--- src/rtl/pwr_seq_if.sv ---
// pwr_seq_if: command-register side of the rail sequencer.
// Enables and fault clear in, status and fault back out.
interface pwr_seq_if;
  logic [15:0] reg_pwr_en;
  logic        fault_clr;
  logic [15:0] pwr_status;
  logic        pwr_fault;

  modport master (
    output reg_pwr_en,
    output fault_clr,
    input  pwr_status,
    input  pwr_fault
  );

  modport slave (
    input  reg_pwr_en,
    input  fault_clr,
    output pwr_status,
    output pwr_fault
  );
endinterface

--- src/rtl/pwr_seq.sv ---
// pwr_seq: PHOS FEC power-rail sequencer, five domain FSMs
// with PGOOD gating, stage timeouts and latched faults.
module pwr_seq #(
  parameter int SETTLE_CYCLES = 40000,
  parameter int PGOOD_TIMEOUT = 400000
) (
  input  logic dtc_clk,
  input  logic rst_n,
  pwr_seq_if.slave bus,
  input  logic pgood_1v8a_adc,
  input  logic pgood_1v8d_adc,
  input  logic pgood_1v2d_adc,
  input  logic pgood_3v3_shaper,
  input  logic pgood_3v3_tdc,
  output logic on_1v8a_adc,
  output logic on_1v8d_adc,
  output logic on_1v2d_adc,
  output logic on_3v3_shaper,
  output logic on_5v0_sum,
  output logic on_3v3_tdc,
  output logic on_2v5_tdc,
  output logic on_12v5,
  output logic on_n5v0,
  output logic on_5v0_bias
);

  localparam int TMAX =
    (SETTLE_CYCLES > PGOOD_TIMEOUT) ?
    SETTLE_CYCLES : PGOOD_TIMEOUT;
  localparam int TW = $clog2(TMAX + 1);
  localparam logic [TW-1:0] T_TO =
    TW'(PGOOD_TIMEOUT - 1);
  localparam logic [TW-1:0] T_ST =
    TW'(SETTLE_CYCLES - 1);

  localparam logic [2:0] OFF       = 3'd0;
  localparam logic [2:0] S1_WAIT   = 3'd1;
  localparam logic [2:0] S1_SETTLE = 3'd2;
  localparam logic [2:0] S2_WAIT   = 3'd3;
  localparam logic [2:0] S2_SETTLE = 3'd4;
  localparam logic [2:0] ON        = 3'd5;
  localparam logic [2:0] FAULT     = 3'd6;

  // domain index: 0 adc, 1 shaper, 2 tdc, 3 strip, 4 bias
  localparam logic [4:0] HAS_S2 = 5'b00101;

  // Faults are checked before the enable so that a
  // coincident enable drop still latches the fault.
  function automatic logic [2:0] step(
    input logic [2:0]    cs,
    input logic          e,
    input logic          g,
    input logic          h,
    input logic          p1,
    input logic          p2,
    input logic          two,
    input logic          c,
    input logic [TW-1:0] t
  );
    logic [2:0] n;
    n = cs;
    case (cs)
      OFF:
        if (e && g) n = S1_WAIT;
      S1_WAIT:
        if (!p1 && t == T_TO) n = FAULT;
        else if (!e || !h)    n = OFF;
        else if (p1)          n = S1_SETTLE;
      S1_SETTLE:
        if (!p1)              n = FAULT;
        else if (!e || !h)    n = OFF;
        else if (t == T_ST)   n = two ? S2_WAIT : ON;
      S2_WAIT:
        if (!p1)              n = FAULT;
        else if (!p2 && t == T_TO)
                              n = FAULT;
        else if (!e || !h)    n = OFF;
        else if (p2)          n = S2_SETTLE;
      S2_SETTLE:
        if (!p1 || !p2)       n = FAULT;
        else if (!e || !h)    n = OFF;
        else if (t == T_ST)   n = ON;
      ON:
        if (!p1 || (two && !p2))
                              n = FAULT;
        else if (!e || !h)    n = OFF;
      FAULT:
        if (c) n = OFF;
      default:
        n = OFF;
    endcase
    return n;
  endfunction

  logic [4:0] pg_raw;
  logic [4:0] pg_m;
  logic [4:0] pg_s;
  logic [4:0] en;
  logic [4:0] pg1;
  logic [4:0] pg2;
  logic       unused_en;

  assign pg_raw = {pgood_3v3_tdc, pgood_3v3_shaper,
                   pgood_1v2d_adc, pgood_1v8d_adc,
                   pgood_1v8a_adc};

  assign en = {bus.reg_pwr_en[5:2],
               bus.reg_pwr_en[0]};
  assign unused_en = ^{bus.reg_pwr_en[15:6],
                       bus.reg_pwr_en[1]};

  assign pg1 = {2'b11, pg_s[4], pg_s[3],
                pg_s[0] & pg_s[1]};
  assign pg2 = {4'b1111, pg_s[2]};

  // Two-flop synchronizers for the board PGOOD inputs
  always_ff @(posedge dtc_clk or negedge rst_n) begin
    if (!rst_n) begin
      pg_m <= '0;
      pg_s <= '0;
    end else begin
      pg_m <= pg_raw;
      pg_s <= pg_m;
    end
  end

  logic [2:0]    st  [5];
  logic [2:0]    nx  [5];
  logic [TW-1:0] tmr [5];
  logic          go_b;
  logic          hold_b;

  // Next state; bias tracks where shaper/strip are heading
  always_comb begin
    for (int d = 0; d < 4; d++) begin
      nx[d] = step(st[d], en[d], 1'b1, 1'b1,
                   pg1[d], pg2[d], HAS_S2[d],
                   bus.fault_clr, tmr[d]);
    end
    go_b   = (st[1] == ON) && (st[3] == ON);
    hold_b = (nx[1] == ON) && (nx[3] == ON);
    nx[4]  = step(st[4], en[4], go_b, hold_b,
                  pg1[4], pg2[4], HAS_S2[4],
                  bus.fault_clr, tmr[4]);
  end

  // State and per-domain timers, cleared on state entry
  always_ff @(posedge dtc_clk or negedge rst_n) begin
    if (!rst_n) begin
      for (int d = 0; d < 5; d++) begin
        st[d]  <= OFF;
        tmr[d] <= '0;
      end
    end else begin
      for (int d = 0; d < 5; d++) begin
        st[d] <= nx[d];
        if (nx[d] != st[d])
          tmr[d] <= '0;
        else if (tmr[d] != '1)
          tmr[d] <= tmr[d] + 1'b1;
      end
    end
  end

  logic [4:0] s1_d;
  logic [4:0] s2_d;
  logic [4:0] on_d;
  logic [4:0] flt_d;

  // Rail and status decode from next state
  always_comb begin
    s1_d  = '0;
    s2_d  = '0;
    on_d  = '0;
    flt_d = '0;
    for (int d = 0; d < 5; d++) begin
      s1_d[d]  = (nx[d] != OFF) && (nx[d] != FAULT);
      s2_d[d]  = nx[d] inside
                 {S2_WAIT, S2_SETTLE, ON};
      on_d[d]  = (nx[d] == ON);
      flt_d[d] = (nx[d] == FAULT);
    end
  end

  logic [4:0] s1_q;
  logic [4:0] s2_q;
  logic [4:0] on_q;
  logic [4:0] flt_q;
  logic       fault_q;

  // Registered outputs
  always_ff @(posedge dtc_clk or negedge rst_n) begin
    if (!rst_n) begin
      s1_q    <= '0;
      s2_q    <= '0;
      on_q    <= '0;
      flt_q   <= '0;
      fault_q <= 1'b0;
    end else begin
      s1_q    <= s1_d;
      s2_q    <= s2_d & HAS_S2;
      on_q    <= on_d;
      flt_q   <= flt_d;
      fault_q <= |flt_d;
    end
  end

  assign on_1v8a_adc   = s1_q[0];
  assign on_1v8d_adc   = s1_q[0];
  assign on_1v2d_adc   = s2_q[0];
  assign on_3v3_shaper = s1_q[1];
  assign on_5v0_sum    = s1_q[1];
  assign on_3v3_tdc    = s1_q[2];
  assign on_2v5_tdc    = s2_q[2];
  assign on_12v5       = s1_q[3];
  assign on_n5v0       = s1_q[3];
  assign on_5v0_bias   = s1_q[4];

  assign bus.pwr_status = {2'b00, flt_q[4:1],
                           1'b0, flt_q[0],
                           2'b00, on_q[4:1],
                           1'b0, on_q[0]};
  assign bus.pwr_fault  = fault_q;

endmodule
--- src/flat_wrapper.sv ---
// flat-port wrapper written by rule: the top's interface ports become plain ports
module pwr_seq_flat 
#(
  parameter int SETTLE_CYCLES = 40000,
  parameter int PGOOD_TIMEOUT = 400000
)
  (dtc_clk, rst_n, pgood_1v8a_adc, pgood_1v8d_adc, pgood_1v2d_adc, pgood_3v3_shaper, pgood_3v3_tdc, on_1v8a_adc, on_1v8d_adc, on_1v2d_adc, on_3v3_shaper, on_5v0_sum, on_3v3_tdc, on_2v5_tdc, on_12v5, on_n5v0, on_5v0_bias, bus_reg_pwr_en, bus_fault_clr, bus_pwr_status, bus_pwr_fault);
  pwr_seq_if bus_i ();
  input  logic dtc_clk;
  input  logic rst_n;
  input  logic pgood_1v8a_adc;
  input  logic pgood_1v8d_adc;
  input  logic pgood_1v2d_adc;
  input  logic pgood_3v3_shaper;
  input  logic pgood_3v3_tdc;
  output logic on_1v8a_adc;
  output logic on_1v8d_adc;
  output logic on_1v2d_adc;
  output logic on_3v3_shaper;
  output logic on_5v0_sum;
  output logic on_3v3_tdc;
  output logic on_2v5_tdc;
  output logic on_12v5;
  output logic on_n5v0;
  output logic on_5v0_bias;
  input wire logic [$bits(bus_i.reg_pwr_en)-1:0] bus_reg_pwr_en;
  input wire logic [$bits(bus_i.fault_clr)-1:0] bus_fault_clr;
  output wire logic [$bits(bus_i.pwr_status)-1:0] bus_pwr_status;
  output wire logic [$bits(bus_i.pwr_fault)-1:0] bus_pwr_fault;
  assign bus_i.reg_pwr_en = bus_reg_pwr_en;
  assign bus_i.fault_clr = bus_fault_clr;
  assign bus_pwr_status = bus_i.pwr_status;
  assign bus_pwr_fault = bus_i.pwr_fault;
  pwr_seq #(.SETTLE_CYCLES(SETTLE_CYCLES), .PGOOD_TIMEOUT(PGOOD_TIMEOUT)) u_core (.dtc_clk(dtc_clk), .rst_n(rst_n), .bus(bus_i), .pgood_1v8a_adc(pgood_1v8a_adc), .pgood_1v8d_adc(pgood_1v8d_adc), .pgood_1v2d_adc(pgood_1v2d_adc), .pgood_3v3_shaper(pgood_3v3_shaper), .pgood_3v3_tdc(pgood_3v3_tdc), .on_1v8a_adc(on_1v8a_adc), .on_1v8d_adc(on_1v8d_adc), .on_1v2d_adc(on_1v2d_adc), .on_3v3_shaper(on_3v3_shaper), .on_5v0_sum(on_5v0_sum), .on_3v3_tdc(on_3v3_tdc), .on_2v5_tdc(on_2v5_tdc), .on_12v5(on_12v5), .on_n5v0(on_n5v0), .on_5v0_bias(on_5v0_bias));
endmodule
--- config.mk ---
export PLATFORM = sky130hd
export DESIGN_NAME = pwr_seq_flat
export DESIGN_NICKNAME = d
export VERILOG_FILES = /design/src/rtl/pwr_seq_if.sv /design/src/rtl/pwr_seq.sv /design/src/flat_wrapper.sv
export SDC_FILE = /design/constraint.sdc
export NUM_CORES = 1
export LEC_CHECK = 0
export CAP_MARGIN = 40
export CORE_ASPECT_RATIO = 1.75
export CORE_MARGIN = 4
export CORE_UTILIZATION = 55
export CTS_CLUSTER_SIZE = 8
export DETAILED_ROUTE_END_ITERATION = 7
export PLACE_DENSITY_LB_ADDON = 0.25
export SYNTH_ARGS = -nofsm -noshare
export SYNTH_HDL_FRONTEND = slang
export SYNTH_SLANG_ARGS = --single-unit
--- constraint.sdc ---
create_clock -name dtc_clk -period 3.4 [get_ports dtc_clk]
set_input_delay 0.68 -clock dtc_clk [delete_from_list [all_inputs] [get_ports dtc_clk]]
set_output_delay 0.68 -clock dtc_clk [all_outputs]
set_load 0.03 [all_outputs]
# Word-level counts from Yosys, hierarchy flattened
# Cells that the tools add are included.
dict set report word_totals {
  inputBits 24
  regBits 138
  elab_cells 204
  output_inout_bits 27
}
dict set report op_classes {
  n_reduce_logical 41
  n_mux 73
  n_addsub 5
  bitwise 1
  n_eq_ne 67
}
# cell n
set ops {}
lappend ops {{$mux 19} 10}
lappend ops {{$mux 3} 56}
lappend ops {{$add 19x1->19 const B} 5}
lappend ops {{$eq 19x16->1 const B} 5}
lappend ops {{$ne 19x19->1 const B} 5}
lappend ops {{$eq 3x3->1 const B} 27}
lappend ops {{$eq 19x19->1 const B} 3}
lappend ops {{$pmux 3 s6} 3}
lappend ops {{$pmux 3 s7} 2}
lappend ops {{$eq 3x2->1 const B} 12}
lappend ops {{$reduce_bool 3->1} 7}
lappend ops {{$eq 3x1->1 const B} 5}
lappend ops {{$logic_not 3->1} 5}
lappend ops {{$ne 3x3->1} 5}
lappend ops {{$ne 3x3->1 const B} 5}
lappend ops {{$logic_and 1x1->1} 12}
lappend ops {{$reduce_bool 2->1} 5}
lappend ops {{$logic_not 1->1} 6}
lappend ops {{$reduce_or 2->1} 3}
lappend ops {{$reduce_or 5->1} 1}
lappend ops {{$mux 2} 2}
lappend ops {{$logic_or 1x1->1} 2}
lappend ops {{$and 1x1->1} 1}

# Longest topological paths before layout
# Gate-level depths: netlist of the first run.
dict set report depth {
  ltp_word 13
  ltp_mapped 10
  mapped_depth_nobuf 7
}

# Worst setup path after synthesis of the first run
# Ideal clock, no wire load.
dict set report synth_timing {
  kind {register -> register}
  start {register u_core.tmr[84] (netlist name)}
  end {register u_core.tmr[84] (netlist name)}
  t_required_ps 3320
  path_slack_ps 760
  setup_ps 80
  stages_incl_launch_ff 9
  period_less_slack_ps 2640
  arrival_time_ps 2559
  n_path_buf 2
  path_cell_list {dfrtp_1 or4_1 or4_1 buf_2 or3_1 a2bb2oi_2 o211ai_4 buf_6 nor3_2}
}
dict set report synth_via {
  elab_chain_cells 7
  word_cells_on_any_way 20
  classes_between {1 x add/sub; 4 x eq/ne; 12 x mux; 3 x reduce/logical}
}
# item line
set synth_rtl {}
lappend synth_rtl {{from (decl)} pwr_seq.sv:129} ;# logic [TW-1:0] tmr [5];
lappend synth_rtl {{from (signal, indexed assignment)} pwr_seq.sv:160} ;# tmr[d] <= tmr[d] + 1'b1;
lappend synth_rtl {{$eq 19x16->1 / $eq 19x19->1 (equally long branches)} -}
lappend synth_rtl {{$mux 3, or another cell as far along} pwr_seq.sv:82} ;# else if (t == T_ST) n = ON;
lappend synth_rtl {{$mux 3 (on tied branches)} {pwr_seq.sv:81, pwr_seq.sv:71, pwr_seq.sv:75}}
lappend synth_rtl {{$mux 3 (on tied branches)} {pwr_seq.sv:80, pwr_seq.sv:70, pwr_seq.sv:74}}
lappend synth_rtl {{$pmux 3 s7} pwr_seq.sv:62} ;# case (cs)
lappend synth_rtl {{$ne 3x3->1} pwr_seq.sv:157} ;# if (nx[d] != st[d])
lappend synth_rtl {{$mux 19 / $reduce_bool 2->1 (equally long branches)} -}
# Parallel ways exist; a longest one is shown, timed or not. The select of a mux whose other input is x is not followed.
# A chain may end at the register's enable or synchronous reset.

# Worst setup path in the final report of the first run
dict set report layout_timing {
  start {register u_core.tmr[25] (netlist name)}
  end {register u_core.tmr[4] (netlist name)}
}
dict set report layout_via {
  elab_chain_cells 12
  word_cells_on_any_way 16
  classes_between {3 x eq/ne; 9 x mux; 4 x reduce/logical}
}
# item line
set layout_rtl {}
lappend layout_rtl {{$eq 19x16->1 *} {pwr_seq.sv:72, pwr_seq.sv:82}}
lappend layout_rtl {{$mux 3 *} {pwr_seq.sv:72, pwr_seq.sv:82}}
lappend layout_rtl {{$mux 3 *} pwr_seq.sv:81} ;# else if (!e || !h) n = OFF;
lappend layout_rtl {{$pmux 3 s6 *} pwr_seq.sv:62}
lappend layout_rtl {{$eq 3x3->1 *} pwr_seq.sv:141} ;# hold_b = (nx[1] == ON) && (nx[3] == ON);
lappend layout_rtl {{$logic_and 1x1->1 *} pwr_seq.sv:141}
lappend layout_rtl {{$logic_not 1->1 *} -}
lappend layout_rtl {{$logic_or 1x1->1 *} -}
lappend layout_rtl {{$mux 3, or another cell as far along} pwr_seq.sv:86} ;# else if (!e || !h) n = OFF;
lappend layout_rtl {{$pmux 3 s6 *} pwr_seq.sv:62}
lappend layout_rtl {{$ne 3x3->1 *} pwr_seq.sv:157}
lappend layout_rtl {{$mux 19 / $reduce_bool 2->1 (equally long branches)} -}
# Mark *: on every way between the ends. The rest lies on a longest branch, timed or not.

==> results.cfg, run 1 <==
[run_status]
status = complete, no violations

[pwr]
pwr-share-comb = 0.336
powerDensity_nw_per_um2 = 687.8
p_leak_uw = 0.003567
switching_share = 0.3833
switchingPower_uw = 2335
p_int_uw = 3757
seq_power_share = 0.372
p_clk_frac = 0.292
ir_worst_vdd_mv = 0.4440

[layout]
most-common-layout-cells = 138 x dfrtp_1, 76 x nor3_1, 51 x nand2_1
seqCellArea_um2 = 3453
final_cell_area_um2 = 8857
syn_to_final_growth_pct = 13.19
nFillCells = 1145
insertedDiodeCount = 0
layout_commonest_cell = dfrtp_1
instances_no_fill = 1041
multi_input_area_um2 = 4059
layout.nets = 880
drive_gt1_frac = 0.08681

[route]
drt_iter0_markers = 370
ant_nets = 0
post_drt_wl_per_cell_um = 16.79
num_vias = 6485
wl_mm = 17.48
drc = 0
dr.pass1.iters = 5
via_per_inst = 6.230

[grt]
grt_pass1_wl_mm = 29.37
grt-ovfl-total = 0
grt_use_total = 0.2148
grt_start_max_net_pins = 63
antenna_found_initial = 0
grt_pass1_vias = 6299

[die]
fp.coreArea_um2 = 13910
ios = 51
die_x_um = 98.17
die_y_um = 165.8
die-area_um2 = 16270
rows = 57
initial_core_util = 0.5627

[setup_path]
cp_data_required_time_ns = 3.64
reg2reg_from = u_core.tmr[25]
slowest_delay_ns = 0.75
cp_slowest_cell = o2bb2ai_2
crit_buf_inv = 0
cp-end-kind = flip-flop
worstPathCellList = or4bb_1 > nor3_1 > a31o_2 > nand3_1 > o2bb2ai_2 > nor4_1
arrival_ns = 3.25
cp_top_family = simple AND/OR/NAND/NOR gates
start_kind = flip-flop
critPathMaxFanout = 19
critical_path_class = flip-flop to flip-flop
r2r_end = u_core.tmr[4]
r2r_setup_slack_ns = 0.39
reg2reg_depth = 6

[sta]
fin_crit_sh = 0.8863
clock-skew-final_ns = 0.008055
fmax_mhz = 331.9
max_slew.worst_pin.slew_ns = 0.8666
finalHoldViolCount = 0
relSlewSlack = 0.4189
min_period_ns = 3.013
setup_viol = 0
rsz0062_at_grt = no
slew_violations = 0
finalSetupTns_ns = 0

[yosys]
synth_cells = 828
yosysUniqueCellTypes = 72
synth_edf_count = 0
synth_top_cell_area_share = 0.4413
ys_seq_area_frac = 0.4413
avgSynthCellArea_um2 = 9.450
synthFlopType = dfrtp_1
yosys-top-cells-area = dfrtp_1 44%, xor2_1 5.4%, nor3_1 4.9%
yosys.area.top_type = dfrtp_1
synthArstFlopShare = 1.000
synth_seq_cells = 138
synth_warnings = 0
synth_area_um2 = 7825

[job]
cap_violations = 0

[cts]
cts_buffers = 17
cts_hold_buf = 0
clkLatencyLatePin_ns = 0.41
cts_tree = built
cts.clk_slew.worst_paths_ns = 0.06
cts_resized = 0
clockBufferDepth = 2
cts_setup_buffers = 0
cts-htree-levels = 4
cts-root-buf = clkbuf_16
cts_sinks = 138

[placement]
portBuffers = 33
dp_cells = 1009
dpl.hpwl_mm = 12.11
placed_area_um2 = 8277
gp_congestion = 0.8996

[min_path]
hold_class = primary input to async pin
-- power by group through the flow --
stage	registers [uW]	clock network [uW]	logic (uW)
after floorplan	2200	0	1590
after global placement	2260	0	1970
after detailed placement	2280	0	2040
after CTS	2260	1810	2050
after global routing	2310	1880	2250
final	2260	1780	2050
-- per-stage QoR --
step | setup WS [ns] | total power [uW] | util | hold slack [ns]
5_1_grt | 0.09932 | 6438 | 0.6369 | 0.2835
3_3_place_gp | 0.3765 | 4227 | 0.5951 | 0.3357
4_1_cts | 0.3765 | 6121 | 0.6369 | 0.2606
3_5_place_dp | 0.2354 | 4320 | 0.5951 | 0.3347
6_report | 0.3867 | 6092 | 0.6369 | 0.2458
2_1_floorplan | 0.7603 | 3791 | - | 0.3312
-- cell usage after synthesis (7+ instances only) --
master    count
a21oi_1      41
nand4_1      38
o21ai_0      24
o211ai_1      9
and4_1        9
or3_1         7
clkbuf_1     33
and3_1       30
nand3_1      44
nand2b_1     13
mux2i_1      11
a211oi_1      8
xnor2_1      28
nor3b_1       7
nor2b_1      13
nor3_2       10
and2_1        9
nor4_1       10
dfrtp_1     138
nor2_1       30
o31ai_1      11
nand2_1      51
buf_4         9
nor3_1       76
a31oi_1       7
inv_1        23
xor2_1       48
nor4b_1       8
-- logic make-up (layout without fill, tap and decap cells) --
family,count (synthesis),in the layout,synth area share
adders and majority gates,5,5,0.007995
buffers and inverters,72,103,0.04237
other,1,6,0.0004792
xor gates and xnor gates,76,76,0.08507
AOI/OAI and AO/OA,145,145,0.1295
DFF,138,138,0.4413
muxes,12,12,0.01551
and+or+nand+nor,379,379,0.2777
-- how the worst max path moves through the flow --
stage / cells after the start / to / slack (ns) / from
floorplan: 8 / u_core.tmr[84] / 0.76 / u_core.tmr[84]
global route: 7 / u_core.tmr[4] / 0.1 / u_core.tmr[36]
CTS: 6 / u_core.tmr[4] / 0.38 / u_core.tmr[25]
detailed placement: 7 / u_core.tmr[4] / 0.24 / bus_reg_pwr_en[2]
finish: 6 / u_core.tmr[4] / 0.39 / u_core.tmr[25]
global placement: 7 / u_core.tmr[4] / 0.38 / bus_reg_pwr_en[2]
-- state kept, by name, summed over array words and instances (netlist names) --
register	cells
u_core.bus.pwr_fault	1
u_core.flt_q	5
u_core.on_q	5
u_core.pg_m	5
u_core.pg_s	5
u_core.s1_q	5
u_core.s2_q	2
u_core.st	15
u_core.tmr	95
-- metal layers --
layer / part of all wire / vias up / track usage / wire, um
li1: - / 3085 / - / -
met1: 0.40 / 3210 / 0.2537 / 7038
met2: 0.54 / 160 / 0.3840 / 9480
met3: 0.034 / 30 / 0.03825 / 598
met4: 0.021 / 0 / 0.08383 / 365
met5: 0 / - / 0 / 0
-- worst reg2reg max path: cells and delay by family (launching register included) --
family | cells | cell delay (ns)
simple gates | 4 | 1.36
compound gates | 2 | 1.05
flops | 1 | 0.44
-- cell type report --
type	instances	share of cell area
inverter	23	0.009747
tap	177	0.02500
clock inverter	12	0.01285
timing repair buffer	48	0.05156
multi-input combinational	623	0.4583
clock buffer	20	0.05269
sequential	138	0.3899
No activity file was read; power rests on OpenSTA's default activity.
==> run 2: changes to the inputs <==
Settings changed: HOLD_SLACK_MARGIN set to 0.12, MAX_ROUTING_LAYER set to met4.
==> run 2 against run 1 <==
Against the previous run:
- sequential share of layout area decreased by 0.25 points
- largest cell class unchanged
- clock skew about the same
- non-clock buffer count unchanged
- hold slack got worse by 0.12 ns
- clock power increased by 10%
- sequential power about the same
==> results.cfg, run 2 (synthesis gave the netlist of run 1 again) <==
[layout]
multi_input_area_um2 = 4059
layout_commonest_cell = dfrtp_1
layout.nets = 880
drive_gt1_frac = 0.08575
largestRegisters = u_core.tmr x95, u_core.st x15
syn_to_final_growth_pct = 13.91
instances_no_fill = 1041
max_flop_register = u_core.tmr
post-route-util = 0.6409
most-common-layout-cells = 138 x dfrtp_1, 76 x nor3_1, 51 x nand2_1
seqCellArea_um2 = 3453
largest_reg_flops = 95
nFillCells = 1169

[grt]
grt_pass1_wl_mm = 30.50
antenna_found_initial = 1
grt-ovfl-total = 0
grt_start_max_net_pins = 73
grt_use_total = 0.2304
grt_pass1_vias = 6507

[sta]
finalHoldViolCount = 0
setup_viol = 0
clock-skew-final_ns = 0.007924
setup_ws_ns = 0.3452
fin_crit_sh = 0.8985
min_period_ns = 3.055
relSlewSlack = 0.4179
slew_violations = 0
rsz0062_at_grt = no
max_slew.worst_pin.slew_ns = 0.8680
fmax_mhz = 327.4
finalSetupTns_ns = 0

[route]
drc = 0
via_per_inst = 6.206
wl_mm = 17.79
num_vias = 6460
post_drt_wl_per_cell_um = 17.09
ant_nets = 0
dr.pass1.iters = 5
drt_iter0_markers = 376

[cts]
cts-root-buf = clkbuf_16
clockBufferDepth = 2
cts.clk_slew.worst_paths_ns = 0.06
cts_sinks = 138
cts-htree-levels = 4
cts_buffers = 17
cts_tree = built
cts_hold_buf = 0
clkLatencyLatePin_ns = 0.41
cts_setup_buffers = 0
cts_resized = 0

[placement]
dpl.hpwl_mm = 12.38
gp_congestion = 0.8932
dp_cells = 1009
portBuffers = 33
post-place-ws_ns = 0.2751

[die]
rows = 57
die-area_um2 = 16270
die_y_um = 165.8
fp.coreArea_um2 = 13910
initial_core_util = 0.5627
ios = 51
die_x_um = 98.17

[run_status]
status = complete, no violations

[setup_path]
cp-end-kind = flip-flop
critPathMaxFanout = 19
critical_path_class = flip-flop to flip-flop
cp_data_required_time_ns = 3.64
start_kind = flip-flop
reg2reg_from = u_core.tmr[25]
arrival_ns = 3.29
setup.worst_path.start = u_core.tmr[25]

[job]
cap_violations = 0

[pwr]
fin_total_pwr_uw = 6260
ir_worst_vdd_mv = 0.4265
p_leak_uw = 0.003599
powerDensity_nw_per_um2 = 702.3

[min_path]
hold_class = primary input to async pin
-- run 2: cell count changes in the layout (fill, tap and decap cells not counted), sizes merged --
cell,previous run,this run
diode,0,1
clkinvlp,4,2
inv,27,24
bufinv,1,4
clkinv,3,4
-- run 2: layout make-up --
type,instances,share of cell area
Antenna cell,1,0.0002807
Clock buffer,20,0.05236
Timing Repair Buffer,48,0.05124
Inverter,23,0.009686
Clock inverter,11,0.01881
Multi-Input combinational cell,623,0.4554
Tap cell,177,0.02485
Sequential cell,138,0.3874
-- run 2: path summary, 6_finish.rpt --
check | end | slack, ns | cells past startpoint
max | u_core.tmr[4] | 0.35 | 6
min | u_core.pg_s[4] | 0.12 | 1
max reg2reg | u_core.tmr[4] | 0.35 | 6
min reg2reg | u_core.pg_s[4] | 0.35 | 0
max in group asynchronous | u_core.tmr[62] | 2.48 | 2
min in group dtc_clk | u_core.pg_s[4] | 0.35 | 0
-- run 2: through the flow --
step	hold slack (ns)	instance area [um^2]
global placement	0.3357	8277
CTS	0.1260	8911
finish	0.1250	8914
global route	0.1307	8914
detailed placement	0.3395	8277
floorplan	0.3312	7844
-- run 2: power breakdown --
part           internal [uW]  total, uW  switching (uW)  leakage [uW]
combinational            785       2040            1250       0.00149
clock                   1280       1960             678      0.000308
sequential              1900       2260             360       0.00180
total                   3970       6260            2290       0.00360
-- run 2: worst max-delay path, cell delays in order, from the launching register on --
cell       delay (ns)
dfrtp_1          0.43
or4bb_1          0.51
nor3_1           0.51
a31o_2           0.31
nand3_1          0.20
o2bb2ai_2        0.74
nor4_1           0.18
-- run 2: metal layers --
layer  share of wire  track usage  vias to the layer above
li1                -            -                     3086
met1            0.39       0.2543                     3180
met2            0.55       0.4027                      153
met3           0.037      0.04372                       41
met4           0.025      0.09810                        0
met5               0            -                        -
==> run 3: changes to the inputs <==
Settings changed: CAP_MARGIN 40 to 10, CORE_MARGIN 4 to 5, HOLD_SLACK_MARGIN 0.12 to 0.03.
==> run 3 against run 2 <==
Against the previous run:
- highest routed layer unchanged
- sequential share of layout area is 0.36 points higher
- critical endpoint unchanged
- global-route usage is 0.54 points lower
- sequential power hardly changed
- non-clock buffer count is 1 lower
- first-iteration DRC count is 5.6% higher
- clock skew is 0.0016 ns higher
- combinational power hardly changed
- largest cell class unchanged
==> results.cfg, run 3 (synthesis gave the netlist of run 1 again) <==
[cts]
cts_tree = built
cts_sinks = 138
clkLatencyLatePin_ns = 0.41
cts_setup_buffers = 0
cts_buffers = 17
cts_hold_buf = 0
cts-root-buf = clkbuf_16
cts.clk_slew.worst_paths_ns = 0.06
cts-htree-levels = 4
clockBufferDepth = 2
cts_resized = 0

[setup_path]
critPathMaxFanout = 19
crit_end = u_core.tmr[4]
setup.worst_path.start = u_core.tmr[33]
cp-end-kind = flip-flop
start_kind = flip-flop
reg2reg_from = u_core.tmr[33]
r2r_end = u_core.tmr[4]
r2r_setup_slack_ns = 0.40
arrival_ns = 3.24
cp_data_required_time_ns = 3.64
critical_path_class = flip-flop to flip-flop
reg2reg_depth = 7

[layout]
layout.nets = 879
most-common-layout-cells = 138 x dfrtp_1, 76 x nor3_1, 51 x nand2_1
max_flop_register = u_core.tmr
largest_reg_flops = 95
syn_to_final_growth_pct = 12.86
drive_gt1_frac = 0.08227
layout_commonest_cell = dfrtp_1
largestRegisters = u_core.tmr x95, u_core.st x15

[pwr]
ir_worst_vdd_mv = 0.4688
switching_share = 0.3803
p_int_uw = 3770
powerDensity_nw_per_um2 = 689.0
fin_total_pwr_uw = 6084
p_clk_frac = 0.293
p_leak_uw = 0.003559
switchingPower_uw = 2314
seq_power_share = 0.372
pwr-share-comb = 0.335

[placement]
dpl.hpwl_mm = 12.33
portBuffers = 33
gp_congestion = 0.9060
post-place-ws_ns = 0.2645

[route]
num_vias = 6498
post_drt_wl_per_cell_um = 17.15
ant_nets = 0
drc = 0
drt_iter0_markers = 397
dr.pass1.iters = 5
wl_mm = 17.86
via_per_inst = 6.242

[sta]
finalSetupTns_ns = 0
setup_ws_ns = 0.4004
relSlewSlack = 0.4153
rsz0062_at_grt = no
max_slew.worst_pin.slew_ns = 0.8720
min_period_ns = 3.000
fin_crit_sh = 0.8822
slew_violations = 0
clock-skew-final_ns = 0.009481
setup_viol = 0
finalHoldViolCount = 0
fmax_mhz = 333.4

[grt]
use_met3 = 0.03437
grt_use_total = 0.2250
busiest_layer = met2
grt-ovfl-total = 0
use_met1 = 0.2518
grt_start_max_net_pins = 72
antenna_found_initial = 1
grt_util_met2 = 0.3972
grt_pass1_wl_mm = 30.70
grt_pass1_vias = 6692

[die]
die_y_um = 167.8
die_x_um = 100.2
fp.coreArea_um2 = 13910
initial_core_util = 0.5627
rows = 57
die-area_um2 = 16810
ios = 51

[run_status]
status = complete, no violations

[job]
cap_violations = 0

[min_path]
hold_class = primary input to async pin
-- run 3: per-layer routing --
layer,vias up,share of wire
met3,29,0.038
met4,0,0.017
li1,3079,-
met2,169,0.56
met5,-,0
met1,3221,0.39
-- run 3: per-stage QoR --
stage / area, um^2 / cells / hold slack (ns) / util
after floorplan: 7844 / 833 / 0.3312 / -
after global placement: 8257 / 1008 / 0.3376 / 0.5937
after detailed placement: 8257 / 1008 / 0.3378 / 0.5937
after CTS: 8828 / 1040 / 0.2896 / 0.6348
after global routing: 8831 / 1041 / 0.3171 / 0.6350
final: 8831 / 1041 / 0.2566 / 0.6350
-- run 3: worst max-delay path, stage by stage, from the launching register on --
cell and delay [ns]:
dfrtp_1 0.41, or4_1 0.54, nor4b_1 0.37, buf_4 0.21, a31o_2 0.19, nand3_1 0.19, o2bb2ai_2 0.74, nor4_1 0.18
-- run 3: worst min path at each step --
stage                     endpoint  slack (ns)  depth (start not counted)            from
finish              u_core.tmr[52]        0.26                          1           rst_n
global route        u_core.tmr[52]        0.32                          1           rst_n
CTS                 u_core.tmr[52]        0.29                          1           rst_n
detailed placement  u_core.pg_s[2]        0.34                          0  u_core.pg_m[2]
global placement    u_core.pg_s[4]        0.34                          0  u_core.pg_m[4]
floorplan           u_core.pg_s[0]        0.33                          0  u_core.pg_m[0]
-- run 3: area by class of cell --
type | count | area (um^2)
multi-input combinational | 623 | 4059
clock buffer | 21 | 450.4
sequential | 138 | 3453
timing repair buffer | 47 | 436.7
clock inverter | 11 | 121.4
tap | 177 | 221.5
inverter | 23 | 86.33
fill | 1156 | 5076
antenna | 1 | 2.502
-- run 3: power groups by stage --
stage	clock network, uW	logic [uW]	registers (uW)
after detailed placement	0	2030	2280
after global routing	1890	2240	2310
final	1790	2040	2260
after global placement	0	1960	2260
after floorplan	0	1590	2200
after CTS	1820	2050	2250
